File: src/rtl/sd_vc_pkg.sv
// Shared definitions for the sd2vc / vc2sd credit link.
// Credit counter sizing, the depth-matching rule and the per-cycle credit operation.
package sd_vc_pkg;

    typedef enum logic [1:0] {
        CR_HOLD   = 2'd0,
        CR_TAKE   = 2'd1,
        CR_RETURN = 2'd2
    } cr_op_e;

    function automatic int cred_width(input int credits);
        return $clog2(credits + 1);
    endfunction

    // The transmitter's credit pool must match the receiver FIFO depth exactly.
    function automatic bit depth_matches(input int credits, input int fifo_depth);
        return credits == fifo_depth;
    endfunction

endpackage

File: src/rtl/vc_credit_counter.sv
// Saturating up/down credit counter with an optional credit-return register
// and a sticky overflow flag for returns that arrive while the pool is full.
module vc_credit_counter
    import sd_vc_pkg::*;
#(
    parameter int credits = 16,
    parameter int csz     = cred_width(credits),
    parameter bit regcr   = 1'b0
) (
    input  logic           clk,
    input  logic           reset,
    input  logic           take,
    input  logic           p_cr,
    output logic [csz-1:0] cred_cnt,
    output logic           cr_overflow
);

    localparam logic [csz-1:0] full = csz'(credits);

    logic   cr_q;
    logic   cr_in;
    cr_op_e op;

    assign cr_in = regcr ? cr_q : p_cr;

    // A take and a return in the same cycle cancel, so neither boundary is touched.
    always_comb begin
        op = CR_HOLD;
        if (take && !cr_in) begin
            op = CR_TAKE;
        end else if (!take && cr_in) begin
            op = CR_RETURN;
        end
    end

    always_ff @(posedge clk or negedge reset) begin
        if (!reset) begin
            cred_cnt    <= full;
            cr_overflow <= 1'b0;
            cr_q        <= 1'b0;
        end else begin
            cr_q <= p_cr;
            case (op)
                CR_TAKE: begin
                    if (cred_cnt != '0) begin
                        cred_cnt <= cred_cnt - csz'(1);
                    end
                end
                CR_RETURN: begin
                    if (cred_cnt == full) begin
                        cr_overflow <= 1'b1;
                    end else begin
                        cred_cnt <= cred_cnt + csz'(1);
                    end
                end
                default: begin
                end
            endcase
        end
    end

endmodule

File: src/rtl/sd2vc.sv
// srdy/drdy to valid/credit converter: accepts a producer beat whenever a
// credit is available and forwards it as a registered one-cycle p_vld pulse.
module sd2vc
    import sd_vc_pkg::*;
#(
    parameter int width   = 8,
    parameter int credits = 16,
    parameter int csz     = cred_width(credits),
    parameter bit regcr   = 1'b0
) (
    input  logic             clk,
    input  logic             reset,
    input  logic             c_srdy,
    output logic             c_drdy,
    input  logic [width-1:0] c_data,
    output logic             p_vld,
    output logic [width-1:0] p_data,
    input  logic             p_cr,
    output logic [csz-1:0]   cred_avail,
    output logic             idle,
    output logic             cr_overflow
);

    logic           xfer;
    logic [csz-1:0] cred_cnt;

    assign c_drdy     = (cred_cnt != '0);
    assign xfer       = c_srdy && c_drdy;
    assign cred_avail = cred_cnt;
    assign idle       = (cred_cnt == csz'(credits)) && !p_vld;

    vc_credit_counter #(
        .credits (credits),
        .csz     (csz),
        .regcr   (regcr)
    ) u_credit (
        .clk         (clk),
        .reset       (reset),
        .take        (xfer),
        .p_cr        (p_cr),
        .cred_cnt    (cred_cnt),
        .cr_overflow (cr_overflow)
    );

    // p_data keeps the last beat between pulses so the link sees stable data.
    always_ff @(posedge clk or negedge reset) begin
        if (!reset) begin
            p_vld  <= 1'b0;
            p_data <= '0;
        end else begin
            p_vld <= xfer;
            if (xfer) begin
                p_data <= c_data;
            end
        end
    end

endmodule

File: config.mk
export PLATFORM = sky130hd
export DESIGN_NAME = sd2vc
export DESIGN_NICKNAME = d
export VERILOG_FILES = /design/src/rtl/sd_vc_pkg.sv /design/src/rtl/vc_credit_counter.sv /design/src/rtl/sd2vc.sv
export SDC_FILE = /design/constraint.sdc
export NUM_CORES = 1
export LEC_CHECK = 0
export ABC_AREA = 1
export CAP_MARGIN = 10
export CORE_MARGIN = 2
export CORE_UTILIZATION = 42
export CTS_CLUSTER_SIZE = 30
export DETAILED_ROUTE_END_ITERATION = 8
export PLACE_DENSITY = 0.79
export SLEW_MARGIN = 15
export SYNTH_ARGS = -nofsm -noshare
export SYNTH_HDL_FRONTEND = slang
export SYNTH_SLANG_ARGS = --single-unit
File: constraint.sdc
create_clock -name clk -period 2.52 [get_ports clk]
set_input_delay 0.504 -clock clk [delete_from_list [all_inputs] [get_ports clk]]
set_output_delay 0.504 -clock clk [all_outputs]
set_load 0.02 [all_outputs]
# ---- Word-level counts from Yosys, hierarchy flattened
# Index checks and enable logic that the tools add are counted.
dict set report word_totals {
  wordCells 27
  out_inout_bits 17
  regBits 15
  in_bits 12
}
dict set report op_classes {
  eq_ne 5
  add_sub_neg 2
  muxes 5
  n_reduce_logical 11
}
# op n
set op_table {}
lappend op_table {{5-bit two-way mux} 2}
lappend op_table {{5-bit case mux with 2 select lines} 1}
lappend op_table {{5-bit by 1-bit adder with 5-bit output (second input constant)} 1}
lappend op_table {{5-bit == test (second input constant)} 1}
lappend op_table {{5-bit nonzero test} 1}
lappend op_table {{5-bit by 1-bit subtractor with 5-bit output (second input constant)} 1}
lappend op_table {{1-bit logical AND} 4}
lappend op_table {{2-bit two-way mux} 2}
lappend op_table {{2-bit inequality test (second input constant)} 2}
lappend op_table {{1-bit zero test} 3}
lappend op_table {{3-bit AND reduction} 1}
lappend op_table {{2-bit by 1-bit == test with 1-bit output (second input constant)} 1}
lappend op_table {{2-bit == test (second input constant)} 1}
lappend op_table {{2-bit AND reduction} 1}
lappend op_table {{2-bit nonzero test} 1}

# ---- Depth between registers and ports, before layout
# Gate-level depths: netlist of run 1.
dict set report depth {
  depth_word 9
  depth_mapped 14
  mapped_depth_nobuf 14
}

# ---- By module
# A second synthesis of run 1 with hierarchy kept.
dict set report hier_totals {
  cells_unflattened 107
  hier_area_um2 889.6
}
# module cells_each instances seq_area_each_um2 area_each_um2
set modules_own_cells {}
lappend modules_own_cells {vc_credit_counter 65 1 151.4 493.0}
lappend modules_own_cells {sd2vc 42 1 225.2 396.6}

# ---- Least setup slack after synthesis of run 1
# OpenSTA, ideal clock, no wires.
dict set report synth_path {
  path_kind {reg2reg}
  startpoint {reg u_credit.cred_cnt[0]}
  endpoint {reg u_credit.cred_cnt[4]}
  arrival_ns 2.051
  path_buffers 0
  path_stages_with_launch 15
  setup_ns 0.058
  required_time_ns 2.462
  setup_slack_ns 0.411
  cell_sequence {dfrtp_1 -> nor2_1 -> nand3_2 -> nand2_2 -> inv_1 -> nor2_1 -> inv_1 -> ha_1 -> a21oi_1 -> nand2_1 -> inv_1 -> nand3_1 -> nand3_1 -> nand2_1 -> inv_1}
}
dict set report synth_between {
  elab_chain_cells 9
}
# item line_no
set synth_lines {}
lappend synth_lines {{from (decl)} vc_credit_counter.sv:14} ;# output logic [csz-1:0] cred_cnt,
lappend synth_lines {{from (signal assigned)} vc_credit_counter.sv:38} ;# cred_cnt <= full;
lappend synth_lines {{from (signal assigned)} vc_credit_counter.sv:46} ;# cred_cnt <= cred_cnt - csz'(1);
lappend synth_lines {{from (signal assigned)} vc_credit_counter.sv:53} ;# cred_cnt <= cred_cnt + csz'(1);
lappend synth_lines {{5-bit nonzero test *} sd2vc.sv:27} ;# assign c_drdy = (cred_cnt != '0);
lappend synth_lines {{named net c_drdy} sd2vc.sv:14} ;# output logic c_drdy,
lappend synth_lines {{1-bit logical AND} sd2vc.sv:28} ;# assign xfer = c_srdy && c_drdy;
lappend synth_lines {{1-bit zero test} vc_credit_counter.sv:31} ;# end else if (!take && cr_in) begin
lappend synth_lines {{1-bit logical AND} vc_credit_counter.sv:31}
lappend synth_lines {{2-bit two-way mux} vc_credit_counter.sv:31}
lappend synth_lines {{2-bit two-way mux} vc_credit_counter.sv:29} ;# if (take && !cr_in) begin
lappend synth_lines {{2-bit == test or 2-bit by 1-bit == test with 1-bit output (tied branches)} vc_credit_counter.sv:43} ;# case (op)
lappend synth_lines {{2-bit inequality test (no line) or 2-bit nonzero test (tied branches)} --}
lappend synth_lines {{3-bit AND reduction (no line)} --}
# Mark *: on every way through the listed nets, which the timed path passes. The rest lies on a longest branch. The select of a mux whose other input is x is not followed.
# A chain may end at the register's enable or synchronous reset.

# ---- Final worst setup path of run 1
dict set report layout_path {
  startpoint {reg u_credit.cred_cnt[0]}
  endpoint {out idle}
}
dict set report layout_between {
  elab_chain_cells 2
}
# item line_no
set layout_lines {}
lappend layout_lines {{5-bit == test} sd2vc.sv:30} ;# assign idle = (cred_cnt == csz'(credits)) && !p_vld;
lappend layout_lines {{1-bit logical AND} sd2vc.sv:30}
lappend layout_lines {{to (decl)} sd2vc.sv:20} ;# output logic idle,
# Every way passes these cells.

==> results of run 1 <==
## placed cells by master, fill, tap and decap left out, drive strengths merged
master,Yosys,layout
nand4,1,1
dfrtp,14,14
inv,9,9
nand3b,1,1
o21ai,1,1
dfstp,1,1
nor2,4,4
clkbuf,0,4
xnor2,1,1
buf,2,3
fa,1,1
a21oi,2,2
nand3,10,10
ha,3,3
o21bai,1,1
clkdlybuf4s50,0,28
xor2,2,2
nand2,36,36
## sequential cells by signal (all words and copies together), names as in the netlist
register              cells
p_data                    8
u_credit.cred_cnt         5
p_vld                     1
u_credit.cr_overflow      1
## cell usage after synthesis, types with 2 or more instances
cell type / count / area [um2]
sky130_fd_sc_hd__xor2_1: 2 / 17.5
sky130_fd_sc_hd__a21oi_1: 2 / 10.0
sky130_fd_sc_hd__inv_1: 9 / 33.8
sky130_fd_sc_hd__nand3_1: 8 / 40.0
sky130_fd_sc_hd__nand2_1: 34 / 128
sky130_fd_sc_hd__nor2_1: 4 / 15.0
sky130_fd_sc_hd__dfrtp_1: 14 / 350
sky130_fd_sc_hd__ha_1: 3 / 37.5
## report_power, final
part	internal [mW]	switching, mW
Combinational	0.317	0.368
Sequential	0.329	0.0725
Clock	0.0613	0.0735
## logic make-up after synthesis
| group | after synthesis | synth area share [%] |
|---|---|---|
| compound gates | 4 | 2.90 |
| buf+inv | 11 | 6.76 |
| flops | 15 | 48.5 |
| fa+ha+maj | 4 | 7.41 |
| simple gates | 52 | 31.1 |
| xor+xnor | 3 | 3.38 |
## final timing paths
kind,start,to,slack [ns],cells past startpoint
setup / recovery,u_credit.cred_cnt[0]$_DFFE_PN0P_,idle,0.14,4
hold / removal,u_credit.cr_overflow$_DFFE_PN0P_,u_credit.cr_overflow$_DFFE_PN0P_,0.48,1
setup reg to reg,u_credit.cred_cnt[0]$_DFFE_PN0P_,u_credit.cred_cnt[4]$_DFFE_PN1P_,0.40,14
hold reg to reg,u_credit.cr_overflow$_DFFE_PN0P_,u_credit.cr_overflow$_DFFE_PN0P_,0.48,1
max in group asynchronous,reset,p_vld$_DFF_PN0_,1.46,1
min in group asynchronous,reset,p_data[0]$_DFFE_PN0P_,0.63,1
## metal layers
metal	wire (um)	share of wire, %	up-vias	GRT usage (%)
met5	0	0	-	0
met3	124	7.5	0	4.23
met2	841	51	27	29.9
met4	0	0	0	7.22
li1	-	-	343	-
met1	688	42	310	19.8
## cell type report
type                            count  share of cell area [%]
Multi-Input combinational cell     63                    31.1
Inverter                            9                    3.02
Sequential cell                    15                    33.7
Clock buffer                        4                    2.35
Timing Repair Buffer               31                    27.1
Tap cell                           25                    2.80
==> impl_metrics.tcl, run 1 <==
set metrics [dict create \
    synth-edff-count 0 \
    synth.ff_latch_count 15 \
    number_of_cells_after_detailed_placement 143 \
    async_reset_ff_share_pct 100 \
    dieHeight_um 47.0 \
    initialDrtViolationCount 4 \
    htree_levels 1 \
    grt_pass1_wl_um 2590 \
    fin_util_pct 64.8 \
    cts_root_buf "sky130_fd_sc_hd__clkbuf_4" \
    timing.final.max_slew_violations 0 \
    critPathRequiredTime_ns 2.02 \
    outcome "finished, final reports clean" \
    grt.total_usage_pct 17.1 \
    family_with_the_most_delay_on_the_worst_path "buffers and inverters" \
    cts_buffer_depth 2 \
    postSynthAreaPerCell_um2 8.73 \
    post_cts.resized_instances 0 \
    post_cts_hold_buffer_count 0 \
    route.antenna.remaining_nets 0 \
    vias_in_the_first_global_route 632 \
    final.min_clock_period_ns 2.38 \
    detailroute.via_count 680 \
    die_x_um 47.0 \
    path_max_fanout 5 \
    worstSetupStartpointType "flop" \
    fin_crit_sh_pct 94.3 \
    post_cts_setup_repair_bufs 0 \
    fin_worst_hold_slack_ns 0.483 \
    p_leak_nw 0.550 \
    max_cap_viol_count 0 \
    multiInputGateArea_um2 348 \
    slew_headroom_pct 55.1 \
    worst_ir_drop_on_vdd_uv 480 \
    insertion_delay_ns 0.27 \
    clock_tree_from_tritoncts "done" \
    grt_antenna_before_repair 0 \
    drive_gt1_share_pct 9.02 \
    category_of_the_critical_setup_timing_path "reg2out" \
    place.gp.congestion 0.830 \
    cts_made_buffers 3 \
    finalHoldViolations 0 \
    dieArea_um2 2210 \
    cp.buffers_inverters 1 \
    cell_count_after_synthesis 89 \
    detail_route.first_pass.iterations 3 \
    dp_worst_setup_slack_ns 0.171 \
    synth.net_count 105 \
    synth.distinct_cells 21 \
    core_area_um2 1730 \
    placement.io_buffers 28 \
    tns_ns 0 \
    layout-area-overhead-vs-synth_pct 44.0 \
    hpwl_um 1320 \
    post_drt_wl_per_cell_um 11.3 \
    clk_pin_slew_ns 0.09 \
    fill_cells 160 \
    critical_path.slowest_cell "sky130_fd_sc_hd__clkdlybuf4s50_1" \
    post-route-drc-count 0 \
    synth-seq-area-share_pct 48.5 \
    pin_count_of_the_biggest_net_entering_global_routing 16 \
    final-setup-viol-count 0 \
    fin_area_um2 1120 \
    boundaryPins 29 \
    routed_via_density 4.63 \
    grt_remaining_overflow 0 \
    slew_at_the_pin_with_the_worst_max_slew_slack_ns 0.672 \
    rsz0062_at_grt "false" \
    timing.fmax_ghz 0.421 \
    p_total_mw 1.22 \
    ant_diodes 0 \
    worstPathCellList "nor2_1 -> nand3_1 -> nor2_1 -> clkdlybuf4s50_1" \
    power_per_cell_area_nw_per_um2 1090 \
    ys.flop_type "sky130_fd_sc_hd__dfrtp_1" \
    final.setup_skew_ns 0.00114 \
    layoutNonFillerInstCount 147 \
    worst_setup_path_end_kind "primary output" \
    syn_area_um2 777 \
    routed_wl_um 1650 \
    num-nets-final 139 \
    critical_path.most_common_cell "sky130_fd_sc_hd__nor2_1" \
    cp.arrival_ns 1.87 \
    holdCritPathClass "reg2reg" \
    clkSinkCount 15 \
    initial_core_util_pct 45.0 \
    seqCellArea_um2 377 \
    number_of_standard_cell_rows_in_the_floorplan 15 \
    synth.yosys.warnings 0 \
    postLayoutSetupSlackWorst_ns 0.144 \
    crit_path_max_incr_delay_ns 0.61 \
    placed_cell_area_um2 1090 \
]
Power figures use the tool's default switching activity.
==> run 2: changes to the inputs <==
CORE_UTILIZATION = 38   (was 42)
PLACE_DENSITY = 0.75   (was 0.79)
clock period = 2.15 ns   (was 2.52 ns; I/O delays follow)
==> run 2 against run 1 <==
Worst setup slack got worse by 0.054 ns. Sequential share of layout area shrank 2.6 points. Critical endpoint is now c_drdy. Final area increased by 8.9%. Clock power rose by 24%. Largest power group unchanged.
==> impl_metrics.tcl, run 2 (synthesis results as in run 1) <==
set metrics [dict create \
    cp.arrival_ns 1.63 \
    clkSinkCount 15 \
    top_regs "p_data (8), u_credit.cred_cnt (5)" \
    power_per_cell_area_nw_per_um2 1320 \
    layout-area-overhead-vs-synth_pct 56.8 \
    place.gp.congestion 0.787 \
    cts_buffer_depth 2 \
    fin_crit_sh_pct 95.8 \
    die_x_um 49.2 \
    dieArea_um2 2420 \
    worstSetupStartpointType "flop" \
    timing.final.max_slew_violations 0 \
    core_area_um2 1940 \
    holdCritPathClass "reg2reg" \
    num-nets-final 147 \
    fin_worst_hold_slack_ns 0.486 \
    pin_count_of_the_biggest_net_entering_global_routing 16 \
    drive_gt1_share_pct 21.5 \
    route.antenna.remaining_nets 0 \
    cts_made_buffers 3 \
    grt_pass1_wl_um 3180 \
    post_drt_wl_per_cell_um 12.5 \
    p_total_mw 1.61 \
    critPathRequiredTime_ns 1.72 \
    max_cap_viol_count 0 \
    hpwl_um 1430 \
    post-route-drc-count 0 \
    initialDrtViolationCount 4 \
    layout_common_cells "sky130_fd_sc_hd__nand2_1, sky130_fd_sc_hd__clkdlybuf4s50_1, sky130_fd_sc_hd__dfrtp_1, sky130_fd_sc_hd__buf_4" \
    routed_via_density 4.70 \
    grt_remaining_overflow 0 \
    boundaryPins 29 \
    number_of_standard_cell_rows_in_the_floorplan 16 \
    final-setup-viol-count 0 \
    clk_pin_slew_ns 0.09 \
    outcome "finished, final reports clean" \
    routed_wl_um 1970 \
    finalHoldViolations 0 \
    largest_register_ff_count 8 \
    detail_route.first_pass.iterations 4 \
    dieHeight_um 49.2 \
    placement.io_buffers 28 \
    post_cts_hold_buffer_count 0 \
    clock_tree_from_tritoncts "done" \
    category_of_the_critical_setup_timing_path "reg2out" \
    insertion_delay_ns 0.29 \
    ant_diodes 0 \
    final.min_clock_period_ns 2.06 \
    vias_in_the_first_global_route 786 \
    layout_commonest_cell "sky130_fd_sc_hd__nand2_1" \
    regToRegSetupSlack_ns 0.13 \
    grt_antenna_before_repair 0 \
    worst_setup_path_end_kind "primary output" \
    grt.total_usage_pct 17.2 \
    worst_ir_drop_on_vdd_uv 731 \
    slew_headroom_pct 56.9 \
    postLayoutSetupSlackWorst_ns 0.0900 \
    cts_root_buf "sky130_fd_sc_hd__clkbuf_4" \
    htree_levels 1 \
    detailroute.via_count 738 \
    slew_at_the_pin_with_the_worst_max_slew_slack_ns 0.644 \
    initial_core_util_pct 40.0 \
    top_register "p_data" \
    timing.fmax_ghz 0.485 \
    p_leak_nw 0.590 \
    final.setup_skew_ns 0.000955 \
    path_max_fanout 4 \
    dp_worst_setup_slack_ns -0.145 \
]
run 2: changes by cell type in the layout (fill, tap and decap cells not counted), sizes merged:
cell,delta
buf,+8
clkdlybuf4s50,-1
dlygate4sd2,+1
run 2: cell type report:
type                            count  area (um2)
Timing Repair Buffer               39         362
Fill cell                         163         723
Inverter                            9        33.8
Tap cell                           27        33.8
Multi-Input combinational cell     63         384
Sequential cell                    15         379
Clock buffer                        4        26.3
run 2: worst paths after layout:
path,cells past startpoint,to,start
worst max-delay path,3,c_drdy,u_credit.cred_cnt[4]$_DFFE_PN1P_
worst min-delay path,1,u_credit.cr_overflow$_DFFE_PN0P_,u_credit.cr_overflow$_DFFE_PN0P_
worst max register to register,13,u_credit.cred_cnt[3]$_DFFE_PN0P_,u_credit.cred_cnt[3]$_DFFE_PN0P_
worst min register to register,1,u_credit.cr_overflow$_DFFE_PN0P_,u_credit.cr_overflow$_DFFE_PN0P_
max in group asynchronous,1,u_credit.cred_cnt[2]$_DFFE_PN0P_,reset
min in group asynchronous,1,p_data[3]$_DFFE_PN0P_,reset
run 2: worst max-delay path, cell delays in order, from the launching register on:
cell and delay (ns):
sky130_fd_sc_hd__dfstp_2 0.57, sky130_fd_sc_hd__inv_1 0.07, sky130_fd_sc_hd__nand3_2 0.10, sky130_fd_sc_hd__clkdlybuf4s50_1 0.61
run 2: repair_timing:
item                                    CTS  global route
pin swaps                                 0             0
buffers inserted                          0             0
gates resized for setup                   1             9
endpoints found under the setup margin    1             2
run 2: layer usage:
layer / GRT usage, % / wire, um / vias up
li1: - / - / 360
met1: 20.3 / 864 / 353
met2: 28.2 / 968 / 21
met3: 4.60 / 100 / 4
met4: 9.52 / 34 / 0
met5: 0 / 0 / -
run 2: where the power goes:
group          switching [mW]  leakage (nW)  internal (mW)
sequential             0.0881         0.176          0.390
combinational           0.492         0.399          0.472
clock                  0.0947        0.0150         0.0722
total                   0.675         0.590          0.934
run 2: metrics by stage:
step	util [%]	area [um2]	std cells	setup TNS, ns
floorplan	-	777	89	0
finish	62.8	1220	157	0
global placement	59.5	1150	153	0
global route	62.8	1220	157	-0.0211
CTS	60.8	1180	157	0
detailed placement	59.5	1150	153	-0.212
==> run 3: changes to the inputs <==
SETUP_SLACK_MARGIN = 0.3   (was default)
==> run 3 against run 2 <==
Hold slack improved by 0.0021 ns. Total power increased by 7.1%. Flip-flop and latch count did not move. Cell count up 2.5%. Final area up 5.2%. Highest routed layer unchanged. Die area is the same. Critical endpoint is now u_credit.cred_cnt[4]$_DFFE_PN1P_. Critical path type is now reg2reg.
==> impl_metrics.tcl, run 3 (synthesis results as in run 1) <==
set metrics [dict create \
    outcome "finished, final reports clean" \
    worstPathCellList "inv_2 -> nand3_4 -> nand2_4 -> inv_4 -> nor2_4 -> fa_2 -> nand3b_1 -> nand2_2 -> nand4_1 -> nand3_1 -> nand2_1 -> inv_1" \
    pin_count_of_the_biggest_net_entering_global_routing 16 \
    timing.fmax_ghz 0.527 \
    fill_cells 177 \
    grt.total_usage_pct 18.1 \
    critPathRequiredTime_ns 2.37 \
    top_register "p_data" \
    htree_levels 1 \
    core_area_um2 1940 \
    category_of_the_critical_setup_timing_path "reg2reg" \
    drive_gt1_share_pct 29.9 \
    cp.arrival_ns 2.12 \
    layout-area-overhead-vs-synth_pct 65.1 \
    tns_ns 0 \
    dieHeight_um 49.2 \
    fin_util_pct 66.0 \
    clock_tree_from_tritoncts "done" \
    detail_route.first_pass.iterations 4 \
    clkSinkCount 15 \
    vias_in_the_first_global_route 773 \
    cts_made_buffers 3 \
    post_drt_wl_per_cell_um 12.1 \
    slew_at_the_pin_with_the_worst_max_slew_slack_ns 0.647 \
    cts_root_buf "sky130_fd_sc_hd__clkbuf_4" \
    final-setup-viol-count 0 \
    path_max_fanout 3 \
    number_of_cells_after_detailed_placement 146 \
    detailroute.via_count 733 \
    slew_headroom_pct 56.8 \
    rsz0062_at_grt "true" \
    clk_pin_slew_ns 0.08 \
    fin_worst_hold_slack_ns 0.488 \
    power_per_cell_area_nw_per_um2 1340 \
    die_x_um 49.2 \
    num-nets-final 151 \
    layout_commonest_cell "sky130_fd_sc_hd__nand2_1" \
    cts_buffer_depth 2 \
    hpwl_um 1440 \
    largest_register_ff_count 8 \
    initialDrtViolationCount 3 \
    worst_setup_path_end_kind "flop" \
    route.antenna.remaining_nets 0 \
    number_of_standard_cell_rows_in_the_floorplan 16 \
    place.gp.congestion 0.847 \
    p_total_mw 1.72 \
    fin_crit_sh_pct 88.2 \
    layoutNonFillerInstCount 161 \
    layout_common_cells "sky130_fd_sc_hd__nand2_1, sky130_fd_sc_hd__clkdlybuf4s50_1, sky130_fd_sc_hd__buf_4, sky130_fd_sc_hd__dfrtp_1, sky130_fd_sc_hd__nand3_1" \
    initial_core_util_pct 40.0 \
    final.min_clock_period_ns 1.90 \
    grt_pass1_wl_um 3360 \
    placement.io_buffers 28 \
    holdCritPathClass "reg2reg" \
    max_cap_viol_count 0 \
    boundaryPins 29 \
    grt_antenna_before_repair 0 \
    routed_via_density 4.55 \
    critical_path.slowest_cell "sky130_fd_sc_hd__dfstp_2" \
    post-route-drc-count 0 \
    top_regs "p_data (8), u_credit.cred_cnt (5)" \
    regToRegSetupSlack_ns 0.25 \
    insertion_delay_ns 0.27 \
    routed_wl_um 1950 \
    grt_remaining_overflow 0 \
    worst_ir_drop_on_vdd_uv 575 \
    finalHoldViolations 0 \
    timing.final.max_slew_violations 0 \
    worstSetupStartpointType "flop" \
    p_leak_nw 0.605 \
    post_cts_hold_buffer_count 0 \
    crit_path_max_incr_delay_ns 0.57 \
    ant_diodes 0 \
    final.setup_skew_ns 0.00188 \
    dieArea_um2 2420 \
]
==> run 3: cell types whose count changed in the layout (fill, tap and decap cells not counted), moves of 2 or more <==
cell	delta
sky130_fd_sc_hd__dfrtp_2	+2
sky130_fd_sc_hd__clkdlybuf4s50_1	-2
sky130_fd_sc_hd__dfrtp_1	-2
sky130_fd_sc_hd__inv_4	+2
sky130_fd_sc_hd__buf_4	+4
sky130_fd_sc_hd__nor2_4	+3
sky130_fd_sc_hd__nor2_2	-3
sky130_fd_sc_hd__inv_1	-3
==> run 3: final timing paths <==
kind	from	end	cells past startpoint
setup / recovery	u_credit.cred_cnt[4]$_DFFE_PN1P_	u_credit.cred_cnt[4]$_DFFE_PN1P_	12
hold / removal	p_data[1]$_DFFE_PN0P_	p_data[1]$_DFFE_PN0P_	2
setup reg to reg	u_credit.cred_cnt[4]$_DFFE_PN1P_	u_credit.cred_cnt[4]$_DFFE_PN1P_	12
hold reg to reg	p_data[1]$_DFFE_PN0P_	p_data[1]$_DFFE_PN0P_	2
max in group asynchronous	reset	u_credit.cred_cnt[3]$_DFFE_PN0P_	1
min in group asynchronous	reset	p_data[6]$_DFFE_PN0P_	1
==> run 3: worst max-delay path, delay by kind of cell, from the launching register on <==
family        cells  cell delay, ns
buf+inv           3            0.16
fa+ha+maj         1            0.38
flops             1            0.57
simple gates      8            0.74
==> run 3: through the flow <==
stage	cell area [um2]	setup WS, ns
4_1_cts	1230	0.300
5_1_grt	1280	0.178
6_report	1280	0.253
3_3_place_gp	1170	0.122
2_1_floorplan	843	0.288
3_5_place_dp	1170	0.0519
==> run 3: power by group <==
group	total [mW]	leakage, nW	switching, mW	internal, mW
Combinational	1.08	0.416	0.545	0.537
Sequential	0.486	0.174	0.0926	0.394
Clock	0.154	0.0150	0.0826	0.0718
==> run 3: repair_timing <==
action                                  in CTS  in global routing
cloned                                       0                  0
resized for setup                            5                  5
pin swaps                                    3                  8
endpoints found under the setup margin       4                  3
setup buffers                                5                  6
==> run 3: metal layers <==
layer	wire length, um	global-route usage [%]	up-vias
li1	-	-	370
met1	861	22.7	339
met2	989	30.2	22
met3	87	3.99	2
met4	6	6.67	0
met5	0	0	-
==> run 3: final cells by class <==
class	count	area [um2]	area share (%)
clock buffer	4	26.3	2.05
inverter	9	38.8	3.02
multi-input combinational	63	417	32.5
sequential	15	382	29.8
tap	27	33.8	2.63
timing repair buffer	43	385	30.0
